--- config.mk ---
export PLATFORM = sky130hd
export DESIGN_NAME = if_id_queue_flat
export DESIGN_NICKNAME = d
export VERILOG_FILES = /design/src/rtl/if_id_queue_if.sv /design/src/rtl/if_id_queue.sv /design/src/flat_wrapper.sv
export SDC_FILE = /design/constraint.sdc
export NUM_CORES = 1
export LEC_CHECK = 0
export CAP_MARGIN = 20
export CORE_AREA = 10 10 134 136
export CTS_CLUSTER_SIZE = 14
export DETAILED_ROUTE_END_ITERATION = 8
export DIE_AREA = 0 0 144 146
export SYNTH_ARGS = -nofsm -noshare
export SYNTH_HDL_FRONTEND = slang
export SYNTH_SLANG_ARGS = --single-unit
--- constraint.sdc ---
create_clock -name clk -period 6.35 [get_ports clk]
set_input_delay 1.905 -clock clk [delete_from_list [all_inputs] [get_ports clk]]
set_output_delay 1.905 -clock clk [all_outputs]
set_load 0.02 [all_outputs]
--- src/rtl/if_id_queue_if.sv ---
`default_nettype none
// ============================================================================
// Module      : if_id_queue_if
// Description : Handshake bundle between instruction fetch and decode that
//               goes through the IF/ID queue.
//
//               Fetch side : flush, in_valid, in_ready, in_PC, in_Instruction
//               Decode side: out_valid, out_ready, out_PC, and the decoded
//                            fields out_Opcode, out_rs, out_rt, out_rd,
//                            out_shamt, out_Funct and out_Imm16
//               Status     : count (current occupancy)
//
//               master : driven by the pipeline around the queue
//               slave  : seen by the queue itself
// Revision    : 1.0 - initial release
// ============================================================================
interface if_id_queue_if #(
  parameter int PC_W  = 32,
  parameter int CNT_W = 2
);
  logic             flush;
  logic             in_valid;
  logic             in_ready;
  logic [PC_W-1:0]  in_PC;
  logic [31:0]      in_Instruction;
  logic             out_valid;
  logic             out_ready;
  logic [PC_W-1:0]  out_PC;
  logic [5:0]       out_Opcode;
  logic [4:0]       out_rs;
  logic [4:0]       out_rt;
  logic [4:0]       out_rd;
  logic [4:0]       out_shamt;
  logic [5:0]       out_Funct;
  logic [15:0]      out_Imm16;
  logic [CNT_W-1:0] count;

  modport master (
    output flush, in_valid, in_PC, in_Instruction, out_ready,
    input  in_ready, out_valid, out_PC, out_Opcode, out_rs, out_rt, out_rd,
           out_shamt, out_Funct, out_Imm16, count
  );

  modport slave (
    input  flush, in_valid, in_PC, in_Instruction, out_ready,
    output in_ready, out_valid, out_PC, out_Opcode, out_rs, out_rt, out_rd,
           out_shamt, out_Funct, out_Imm16, count
  );
endinterface
`default_nettype wire

--- src/rtl/if_id_queue.sv ---
`default_nettype none
// ============================================================================
// Module      : if_id_queue
// Description : DEPTH-entry IF/ID pipeline buffer for the five-stage MIPS
//               core. Fetch pushes {PC, instruction} with a valid/ready
//               handshake. Decode sees the head entry already split into
//               MIPS fields. flush squashes every queued entry and the
//               instruction offered in the same cycle.
//
//               Ports:
//                 clk  - rising-edge clock
//                 rst  - asynchronous reset, active low
//                 bus  - if_id_queue_if.slave, which carries the handshakes,
//                        the decoded head and the occupancy count
//
//               Parameters:
//                 PC_W  - PC width
//                 DEPTH - entry count, power of two, at least 2
//                 CNT_W - occupancy width (derived, do not override)
// Revision    : 1.0 - initial release
// ============================================================================
module if_id_queue #(
  parameter int PC_W  = 32,
  parameter int DEPTH = 2,
  parameter int CNT_W = $clog2(DEPTH + 1)
) (
  input  logic         clk,
  input  logic         rst,
  if_id_queue_if.slave bus
);

  localparam int c_PTR_W = $clog2(DEPTH);

  // --------------------------------------------------------------------------
  // Storage and state
  // --------------------------------------------------------------------------
  logic [PC_W-1:0]    r_pc_mem    [DEPTH];
  logic [31:0]        r_instr_mem [DEPTH];
  logic [c_PTR_W-1:0] r_wr_ptr;
  logic [c_PTR_W-1:0] r_rd_ptr;
  logic [CNT_W-1:0]   r_count;
  logic               r_in_ready;

  logic [CNT_W-1:0]   w_count_nxt;
  logic               w_out_valid;
  logic               w_push;
  logic               w_pop;
  logic [PC_W-1:0]    w_head_pc;
  logic [31:0]        w_head_instr;

  // --------------------------------------------------------------------------
  // Handshake qualification. flush overrides both sides: the offered
  // instruction is dropped and decode's consume is ignored.
  // --------------------------------------------------------------------------
  assign w_out_valid = (r_count != '0);
  assign w_push      = bus.in_valid  & r_in_ready  & ~bus.flush;
  assign w_pop       = w_out_valid   & bus.out_ready & ~bus.flush;

  always_comb begin
    w_count_nxt = r_count;
    case ({w_push, w_pop})
      2'b10:   w_count_nxt = r_count + CNT_W'(1);
      2'b01:   w_count_nxt = r_count - CNT_W'(1);
      default: w_count_nxt = r_count;
    endcase
  end

  // --------------------------------------------------------------------------
  // Pointers, count and ready.
  // in_ready is a flop that is loaded with "not full" from the next count.
  // out_ready therefore only reaches in_ready through a register. A pop from
  // a full queue raises in_ready after the edge, so there is no refill in the
  // same cycle.
  // --------------------------------------------------------------------------
  always_ff @(posedge clk or negedge rst) begin
    if (!rst) begin
      r_wr_ptr   <= '0;
      r_rd_ptr   <= '0;
      r_count    <= '0;
      r_in_ready <= 1'b1;
    end else if (bus.flush) begin
      r_wr_ptr   <= '0;
      r_rd_ptr   <= '0;
      r_count    <= '0;
      r_in_ready <= 1'b1;
    end else begin
      if (w_push) begin
        r_wr_ptr <= r_wr_ptr + c_PTR_W'(1);
      end
      if (w_pop) begin
        r_rd_ptr <= r_rd_ptr + c_PTR_W'(1);
      end
      r_count    <= w_count_nxt;
      r_in_ready <= (w_count_nxt < CNT_W'(DEPTH));
    end
  end

  // --------------------------------------------------------------------------
  // Entry storage. It has no reset, because stale contents are never seen:
  // the output mask hides everything while the queue is empty. Each entry
  // loads only when it is the write target, so the other entries hold.
  // --------------------------------------------------------------------------
  genvar gi;
  generate
    for (gi = 0; gi < DEPTH; gi++) begin : g_entry
      always_ff @(posedge clk) begin
        if (w_push && (r_wr_ptr == c_PTR_W'(gi))) begin
          r_pc_mem[gi]    <= bus.in_PC;
          r_instr_mem[gi] <= bus.in_Instruction;
        end
      end
    end
  endgenerate

  // --------------------------------------------------------------------------
  // Head decode. A bubble is forced to all zeros. Decode then sees
  // sll $0,$0,0 (a NOP) at PC 0 and needs no separate valid qualification.
  // --------------------------------------------------------------------------
  assign w_head_pc    = w_out_valid ? r_pc_mem[r_rd_ptr]    : '0;
  assign w_head_instr = w_out_valid ? r_instr_mem[r_rd_ptr] : '0;

  assign bus.in_ready   = r_in_ready;
  assign bus.out_valid  = w_out_valid;
  assign bus.count      = r_count;
  assign bus.out_PC     = w_head_pc;
  assign bus.out_Opcode = w_head_instr[31:26];
  assign bus.out_rs     = w_head_instr[25:21];
  assign bus.out_rt     = w_head_instr[20:16];
  assign bus.out_rd     = w_head_instr[15:11];
  assign bus.out_shamt  = w_head_instr[10:6];
  assign bus.out_Funct  = w_head_instr[5:0];
  assign bus.out_Imm16  = w_head_instr[15:0];

endmodule
`default_nettype wire

--- src/flat_wrapper.sv ---
// flat-port wrapper written by rule: the top's interface ports become plain ports
module if_id_queue_flat 
#(
  parameter int PC_W  = 32,
  parameter int DEPTH = 2,
  parameter int CNT_W = $clog2(DEPTH + 1)
)
  (clk, rst, bus_flush, bus_in_valid, bus_in_PC, bus_in_Instruction, bus_out_ready, bus_in_ready, bus_out_valid, bus_out_PC, bus_out_Opcode, bus_out_rs, bus_out_rt, bus_out_rd, bus_out_shamt, bus_out_Funct, bus_out_Imm16, bus_count);
  if_id_queue_if #(.PC_W(PC_W), .CNT_W(CNT_W)) bus_i ();
  input  logic clk;
  input  logic rst;
  input wire logic [$bits(bus_i.flush)-1:0] bus_flush;
  input wire logic [$bits(bus_i.in_valid)-1:0] bus_in_valid;
  input wire logic [$bits(bus_i.in_PC)-1:0] bus_in_PC;
  input wire logic [$bits(bus_i.in_Instruction)-1:0] bus_in_Instruction;
  input wire logic [$bits(bus_i.out_ready)-1:0] bus_out_ready;
  output wire logic [$bits(bus_i.in_ready)-1:0] bus_in_ready;
  output wire logic [$bits(bus_i.out_valid)-1:0] bus_out_valid;
  output wire logic [$bits(bus_i.out_PC)-1:0] bus_out_PC;
  output wire logic [$bits(bus_i.out_Opcode)-1:0] bus_out_Opcode;
  output wire logic [$bits(bus_i.out_rs)-1:0] bus_out_rs;
  output wire logic [$bits(bus_i.out_rt)-1:0] bus_out_rt;
  output wire logic [$bits(bus_i.out_rd)-1:0] bus_out_rd;
  output wire logic [$bits(bus_i.out_shamt)-1:0] bus_out_shamt;
  output wire logic [$bits(bus_i.out_Funct)-1:0] bus_out_Funct;
  output wire logic [$bits(bus_i.out_Imm16)-1:0] bus_out_Imm16;
  output wire logic [$bits(bus_i.count)-1:0] bus_count;
  assign bus_i.flush = bus_flush;
  assign bus_i.in_valid = bus_in_valid;
  assign bus_i.in_PC = bus_in_PC;
  assign bus_i.in_Instruction = bus_in_Instruction;
  assign bus_i.out_ready = bus_out_ready;
  assign bus_in_ready = bus_i.in_ready;
  assign bus_out_valid = bus_i.out_valid;
  assign bus_out_PC = bus_i.out_PC;
  assign bus_out_Opcode = bus_i.out_Opcode;
  assign bus_out_rs = bus_i.out_rs;
  assign bus_out_rt = bus_i.out_rt;
  assign bus_out_rd = bus_i.out_rd;
  assign bus_out_shamt = bus_i.out_shamt;
  assign bus_out_Funct = bus_i.out_Funct;
  assign bus_out_Imm16 = bus_i.out_Imm16;
  assign bus_count = bus_i.count;
  if_id_queue #(.PC_W(PC_W), .DEPTH(DEPTH), .CNT_W(CNT_W)) u_core (.clk(clk), .rst(rst), .bus(bus_i));
endmodule
==> Implementation_results.wiki, run 1 <==
{| class="wikitable"
! Metric !! Value
|-
| Status || completed
|-
| Nets in the synthesized netlist || 389
|-
| Combinational family with the most area after synthesis || multiplexers
|-
| Worst Setup Start Kind || flip-flop
|-
| Overall track demand over capacity in global routing || 10.97%
|-
| Max VDD drop || 173.3 uV
|-
| Most repeated cell in the gate-level netlist after synthesis || sky130_fd_sc_hd__edfxtp_1
|-
| Syn Inst Count || about 320
|-
| Number of nets in the layout || about 530
|-
| Effective utilization at floorplan || between 30 and 40%
|-
| Top-area cell type share of the netlist area || 73.37%
|-
| CTS H-tree depth || 4
|-
| Share of layout cells above drive strength 1 || between 7 and 8%
|-
| Placed Instance Area || a little under 7000 um^2
|-
| CTS tree || built
|-
| Floorplan die area || ~21000 um^2
|-
| Number of synthesized flops with an enable pin || between 100 and 150
|-
| Final slew viol count || 0
|-
| Met2 Routed Length || ~5.8 mm
|-
| Post_cts resized || 0
|-
| Wire length per cell || approximately 17 um
|-
| Half-perimeter wire length after placement || about 7.5 mm
|-
| Final critical-path required period || 4.583 ns
|-
| Top FF cell, synth || sky130_fd_sc_hd__edfxtp_1
|-
| Number of vias in the routed layout || between 2k and 3k
|-
| Clock-pin slew reported for the worst setup and hold paths after clock tree synthesis || 0.05 ns
|-
| # setup viols final || 0
|-
| Area of the placeable core || ~15000 um^2
|-
| Yosys warns || 0
|-
| Required @ worst endpoint || 4.45 ns
|-
| Arithmetic-cell share of the synthesized area counting full adders, half adders and majority gates || 0.4777%
|-
| XOR/XNOR share of the synthesized area || less than 1%
|-
| Wire length of the first global-routing pass || around 18 mm
|-
| Antenna violations before repair || 0
|-
| Part of the Yosys area used for sequential elements || 75.78%
|-
| Mux cell area share after synthesis || about an eighth
|-
| Min-delay worst type || flip-flop to flip-flop
|-
| Number of post-CTS setup repair buffers || 0
|-
| Global route overflow || 0
|-
| Synth top area cells || sky130_fd_sc_hd__edfxtp_1, sky130_fd_sc_hd__mux2i_1, sky130_fd_sc_hd__nor2_1
|-
| Count of antenna-violating nets left after detailed routing || 0
|-
| Vert. Die Dim || 146 um
|-
| Maximum number of pins on one net before global-route repair || 66
|-
| Cell area after synthesis || roughly 5200 um^2
|-
| Number of buffers inserted by hold repair at cts || 0
|-
| Number of synthesized register bits || 133
|-
| Site row count || 46
|-
| Met1 WL || between 4 and 5 mm
|-
| Clock Root Buffer || sky130_fd_sc_hd__clkbuf_16
|-
| Cell area after layout || 7356 um^2
|-
| Clock buffers created by TritonCTS || 17
|-
| Clk_lat worst skew || 0.41 ns
|-
| P per Cell Area || 278.9 nW/um^2
|-
| Transition time at the pin with the least slew margin || just over 0.9 ns
|-
| Cell type with the largest total area after synthesis || sky130_fd_sc_hd__edfxtp_1
|-
| Synth cell types || 20
|-
| Detailed Routing Iterations Pass 1 || 4
|-
| Worst Clk Skew || between 0.005 and 0.006 ns
|-
| Layout overhead on the synthesized area || 40.41%
|-
| Share of the synthesized area in compound gates (AO/OA/AOI/OAI) || 0.09553%
|-
| Count of input and output buffers || 152
|-
| Maximum number of buffers from clock root to sink || 2
|-
| RSZ-0062 raised after global routing || false
|-
| Count of clock tree sinks || around 130
|-
| Critical path data arrival time || between 2 and 3 ns
|-
| N_diodes || 0
|-
| Simple-Gate Fraction of Synth Area || 5.756%
|-
| Number of I/O pins || around 150
|-
| Iteration-0 DRC count of the detailed router || between 150 and 200
|-
| Leak || 2.374 nW
|-
| Final number of hold-violating endpoints || 0
|-
| Crit path capture type || output port
|-
| Worst max-slew margin expressed relative to the limit || between 30% and 40%
|-
| Setup total negative slack || 0 ns
|-
| Via-per-instance ratio || between 4 and 5
|-
| Avg Inst Size Synth || between 15 and 20 um^2
|-
| Fmax || roughly 0.22 GHz
|-
| Vias in the first global route || between 3k and 4k
|-
| Share of flip-flops with an asynchronous set or reset || under 10%
|-
| Weighted congestion reported at the end of routability-driven placement || 0.6952
|-
| Die boundary width || about 140 um
|-
| Top routing layer in use || met4
|-
| Met3 Wirelength || between 1 and 1.5 mm
|-
| Commonest cells in the synthesized netlist || sky130_fd_sc_hd__edfxtp_1, sky130_fd_sc_hd__nor2_1, sky130_fd_sc_hd__mux2i_1
|-
| Share of the cycle needed by the critical path after routing || between 70% and 80%
|-
| Post-detailed-routing wire length || 11.29 mm
|-
| Reported max-cap violation count || 0
|-
| Max Fanout on Critical Path || 34
|-
| DRC violation count after routing || 0
|-
| Category of the most critical setup path || flip-flop to output port
|}
## critical path, stage by stage (launching register included)
cell and delay, ns:
sky130_fd_sc_hd__dfrtp_1 0.46, sky130_fd_sc_hd__nor2_4 0.64, sky130_fd_sc_hd__buf_4 0.46, sky130_fd_sc_hd__nor2_1 0.12, sky130_fd_sc_hd__clkdlybuf4s50_1 0.56
## area by class of cell
type	count	area, um^2
Fill cell	1363	8127
Sequential cell	133	3974
Timing Repair Buffer	155	1556
Multi-Input combinational cell	151	1051
Clock buffer	19	432.9
Tap cell	192	240.2
Clock inverter	12	90.09
Inverter	3	11.26
## flip-flops by register name, summed over array words and instances (netlist names)
register,cells
u_core.r_instr_mem,64
u_core.bus.in_ready,1
u_core.r_rd_ptr,1
u_core.r_pc_mem,64
u_core.bus.count,2
u_core.r_wr_ptr,1
## logic make-up after synthesis
group,Yosys count
flip-flops,133
AND/OR/NAND/NOR,78
multiplexers,67
buffers and inverters,34
XOR/XNOR,3
adder cells (fa/ha/maj),2
AO/OA/AOI/OAI,1
## power by group
group	total (mW)	internal (mW)	switching, mW
sequential	1.02	1.00	0.0123
combinational	0.172	0.0866	0.0850
clock	0.864	0.527	0.337
## path summary, 6_finish.rpt
check,depth (start not counted),to,slack (ns),startpoint
worst max-delay path,4,bus_out_Imm16[6],1.77,u_core.bus.count[0]$_DFFE_PN0P_
worst min-delay path,2,u_core.r_wr_ptr$_DFFE_PN0P_,0.63,u_core.r_wr_ptr$_DFFE_PN0P_
worst max register to register,3,u_core.r_instr_mem[1][12]$_DFFE_PP_,4.27,u_core.bus.in_ready$_DFF_PN1_
worst min register to register,2,u_core.r_wr_ptr$_DFFE_PN0P_,0.63,u_core.r_wr_ptr$_DFFE_PN0P_
max in group asynchronous,1,u_core.bus.in_ready$_DFF_PN1_,4.37,rst
min in group asynchronous,1,u_core.r_wr_ptr$_DFFE_PN0P_,1.72,rst
## metrics by stage
stage,util [%],power [mW],cells,worst slack (ns),hold slack [ns]
floorplan,-,1.114,318,1.267,0.5373
detailed placement,44.00,1.209,633,2.126,0.6249
global route,47.51,2.138,665,1.524,0.6779
global placement,44.00,1.205,633,2.111,0.6028
finish,47.51,2.051,665,1.767,0.6342
CTS,47.38,2.079,664,1.670,0.6407
## placed cells by master, fill, tap and decap left out
cell type / n
sky130_fd_sc_hd__buf_4: 2
sky130_fd_sc_hd__buf_12: 1
sky130_fd_sc_hd__clkbuf_16: 17
sky130_fd_sc_hd__o21ai_0: 1
sky130_fd_sc_hd__nor3_4: 1
sky130_fd_sc_hd__mux2_2: 1
sky130_fd_sc_hd__clkinvlp_4: 1
sky130_fd_sc_hd__nor2_1: 72
sky130_fd_sc_hd__nor2_2: 1
sky130_fd_sc_hd__and2_4: 1
sky130_fd_sc_hd__nand2_1: 1
sky130_fd_sc_hd__clkdlybuf4s50_1: 152
sky130_fd_sc_hd__edfxtp_1: 128
sky130_fd_sc_hd__bufinv_16: 1
sky130_fd_sc_hd__clkbuf_1: 2
sky130_fd_sc_hd__clkinv_1: 4
sky130_fd_sc_hd__dfrtp_1: 3
sky130_fd_sc_hd__dfstp_2: 1
sky130_fd_sc_hd__nor2b_1: 1
sky130_fd_sc_hd__clkinv_2: 4
sky130_fd_sc_hd__ha_1: 2
sky130_fd_sc_hd__mux2i_1: 66
sky130_fd_sc_hd__inv_1: 3
sky130_fd_sc_hd__xnor2_1: 1
sky130_fd_sc_hd__dfrtp_4: 1
sky130_fd_sc_hd__clkinv_4: 2
sky130_fd_sc_hd__xor2_1: 2
sky130_fd_sc_hd__nor2_4: 1
## metal layers
metal	vias up	track usage, %
li1	1430	-
met1	1435	11.09
met2	99	18.96
met3	15	5.124
met4	0	4.392
met5	-	0
Note: power is estimated with default switching activity, not from simulation.
==> run 2: changes to the inputs <==
Clock period 6.35 ns to 3.9 ns, I/O delays scaled along.
==> run 2 against run 1 <==
Design area grew 1.2%. Sequential power up 62%. Cell count grew 0.90%. Critical endpoint is now bus_out_PC[16]. Largest power group unchanged. Highest routed layer unchanged.
==> Implementation_results.wiki, run 2 (synthesized netlist as in run 1, its figures left out) <==
{| class="wikitable"
! Metric !! Value
|-
| Status || completed
|-
| Number of vias in the routed layout || ~3k
|-
| Effective utilization at floorplan || 33.84%
|-
| Weighted congestion reported at the end of routability-driven placement || about 0.68
|-
| Vert. Die Dim || about 150 um
|-
| Transition time at the pin with the least slew margin || about 0.57 ns
|-
| Final std cells w/o fill || 671
|-
| P per Cell Area || roughly 460 nW/um^2
|-
| Maximum number of pins on one net before global-route repair || 42
|-
| Wire length per cell || 16.94 um
|-
| Reported max-cap violation count || 0
|-
| Floorplan die area || 21020 um^2
|-
| Overall track demand over capacity in global routing || between 10% and 20%
|-
| Clock-pin slew reported for the worst setup and hold paths after clock tree synthesis || 0.05 ns
|-
| Crit path capture type || output port
|-
| Site row count || 46
|-
| Post-detailed-routing wire length || between 10 and 15 mm
|-
| Worst Clk Skew || 0.005737 ns
|-
| Setup total negative slack || 0 ns
|-
| Register cell area after layout || 3974 um^2
|-
| Number of buffers inserted by hold repair at cts || 0
|-
| Worst Hold Launch || u_core.bus.count[1]$_DFF_PN0_
|-
| Met1 WL || 4.435 mm
|-
| Max VDD drop || around 320 uV
|-
| Fmax || 0.2749 GHz
|-
| Clock buffers created by TritonCTS || 17
|-
| Maximum number of buffers from clock root to sink || 2
|-
| Wire length of the first global-routing pass || 17.42 mm
|-
| Clk_lat worst skew || about 0.41 ns
|-
| Final critical-path required period || between 3 and 4 ns
|-
| Layout overhead on the synthesized area || 42.15%
|-
| Number of nets in the layout || 537
|-
| Detailed Routing Iterations Pass 1 || 4
|-
| Vias in the first global route || 3179
|-
| DRC violation count after routing || 0
|-
| Half-perimeter wire length after placement || 7.755 mm
|-
| Multi-input combinational cell area || 1051 um^2
|-
| Min-delay worst type || flip-flop to flip-flop
|-
| N_diodes || 0
|-
| Number of inserted filler cells in the final layout || 1328
|-
| Antenna violations before repair || 0
|-
| Top routing layer in use || met4
|-
| CTS tree || built
|-
| Post_cts resized || 0
|-
| Worst Setup Start Kind || flip-flop
|-
| Final slew viol count || 0
|-
| Share of layout cells above drive strength 1 || under 10%
|-
| CTS H-tree depth || 4
|-
| Worst setup slack after layout || about 0.26 ns
|-
| Count of antenna-violating nets left after detailed routing || 0
|-
| Met2 Routed Length || approximately 5.7 mm
|-
| Required @ worst endpoint || roughly 2.7 ns
|-
| Commonest non-fill, non-tap cell in the layout || sky130_fd_sc_hd__clkdlybuf4s50_1
|-
| Global route overflow || 0
|-
| Max Fanout on Critical Path || 31
|-
| Final number of hold-violating endpoints || 0
|-
| Share of the cycle needed by the critical path after routing || approximately 93%
|-
| Area of the placeable core || 15480 um^2
|-
| Placement-stage worst setup slack || about 0.62 ns
|-
| # setup viols final || 0
|-
| Count of clock tree sinks || 133
|-
| Iteration-0 DRC count of the detailed router || approximately 110
|-
| Count of input and output buffers || 152
|-
| Clock Root Buffer || sky130_fd_sc_hd__clkbuf_16
|-
| Number of I/O pins || between 150 and 200
|-
| Utilization of the core after routing || between 40% and 50%
|-
| Met3 Wirelength || approximately 1000 um
|-
| Number of post-CTS setup repair buffers || 0
|-
| Leak || 2.413 nW
|-
| Startpoint of the worst register-to-register path || u_core.bus.in_ready$_DFF_PN1_
|-
| Top library cells by usage in the layout, fill and taps aside || sky130_fd_sc_hd__clkdlybuf4s50_1, sky130_fd_sc_hd__edfxtp_1, sky130_fd_sc_hd__nor2_1
|-
| Critical path data arrival time || approximately 2.5 ns
|-
| RSZ-0062 raised after global routing || false
|-
| Die boundary width || around 140 um
|-
| Number of placed cells counting well taps || around 640
|-
| Worst max-slew margin expressed relative to the limit || between 60% and 70%
|-
| Category of the most critical setup path || flip-flop to output port
|-
| Via-per-instance ratio || between 4 and 5
|-
| Source of the critical timing path || u_core.bus.count[0]$_DFFE_PN0P_
|}
==> run 2: cell count changes in the layout (fill, tap and decap cells not counted) <==
cell,delta
sky130_fd_sc_hd__bufinv_16,+1
sky130_fd_sc_hd__clkinvlp_4,+3
sky130_fd_sc_hd__clkinv_4,-1
sky130_fd_sc_hd__clkinv_1,-1
sky130_fd_sc_hd__clkbuf_1,-2
sky130_fd_sc_hd__inv_6,+1
sky130_fd_sc_hd__buf_4,+4
sky130_fd_sc_hd__buf_12,+1
==> run 2: report_power, final <==
group	switching [mW]	internal, mW
Clock	0.569	0.928
Combinational	0.147	0.145
Sequential	0.0142	1.63
Total	0.730	2.71
==> run 2: cell type report <==
class                      count  area share [%]
tap                          192           3.226
clock inverter                15           1.865
clock buffer                  17           5.712
timing repair buffer         160           21.57
multi-input combinational    151           14.11
inverter                       3          0.1512
sequential                   133           53.36
==> run 2: metrics by stage <==
| step | cell area (um^2) | hold slack [ns] | power (mW) |
|---|---|---|---|
| after global placement | 6883 | 0.6070 | 1.967 |
| after floorplan | 5250 | 0.5754 | 1.814 |
| after detailed placement | 6883 | 0.6537 | 1.973 |
| after global routing | 7447 | 0.7163 | 3.573 |
| after CTS | 7447 | 0.6774 | 3.485 |
| final | 7447 | 0.6790 | 3.436 |
==> run 2: final timing paths <==
check,endpoint,slack (ns),cells after the start
worst max-delay path,bus_out_PC[16],0.26,4
worst min-delay path,u_core.bus.in_ready$_DFF_PN1_,0.68,2
worst max register to register,u_core.bus.count[1]$_DFF_PN0_,2.01,7
worst min register to register,u_core.bus.in_ready$_DFF_PN1_,0.68,2
max in group asynchronous,u_core.bus.in_ready$_DFF_PN1_,2.63,1
min in group asynchronous,u_core.bus.count[1]$_DFF_PN0_,1.00,1
==> run 2: worst max-delay path, stage by stage (launching register included) <==
cell                              delay [ns]
sky130_fd_sc_hd__dfrtp_1                0.46
sky130_fd_sc_hd__nor2_4                 0.46
sky130_fd_sc_hd__buf_4                  0.43
sky130_fd_sc_hd__nor2_1                 0.12
sky130_fd_sc_hd__clkdlybuf4s50_1        0.56
==> run 2: per-layer routing <==
layer | global-route usage [%] | vias up
met5 | 0 | -
li1 | - | 1435
met2 | 18.52 | 99
met3 | 4.602 | 18
met1 | 11.49 | 1400
met4 | 4.750 | 0
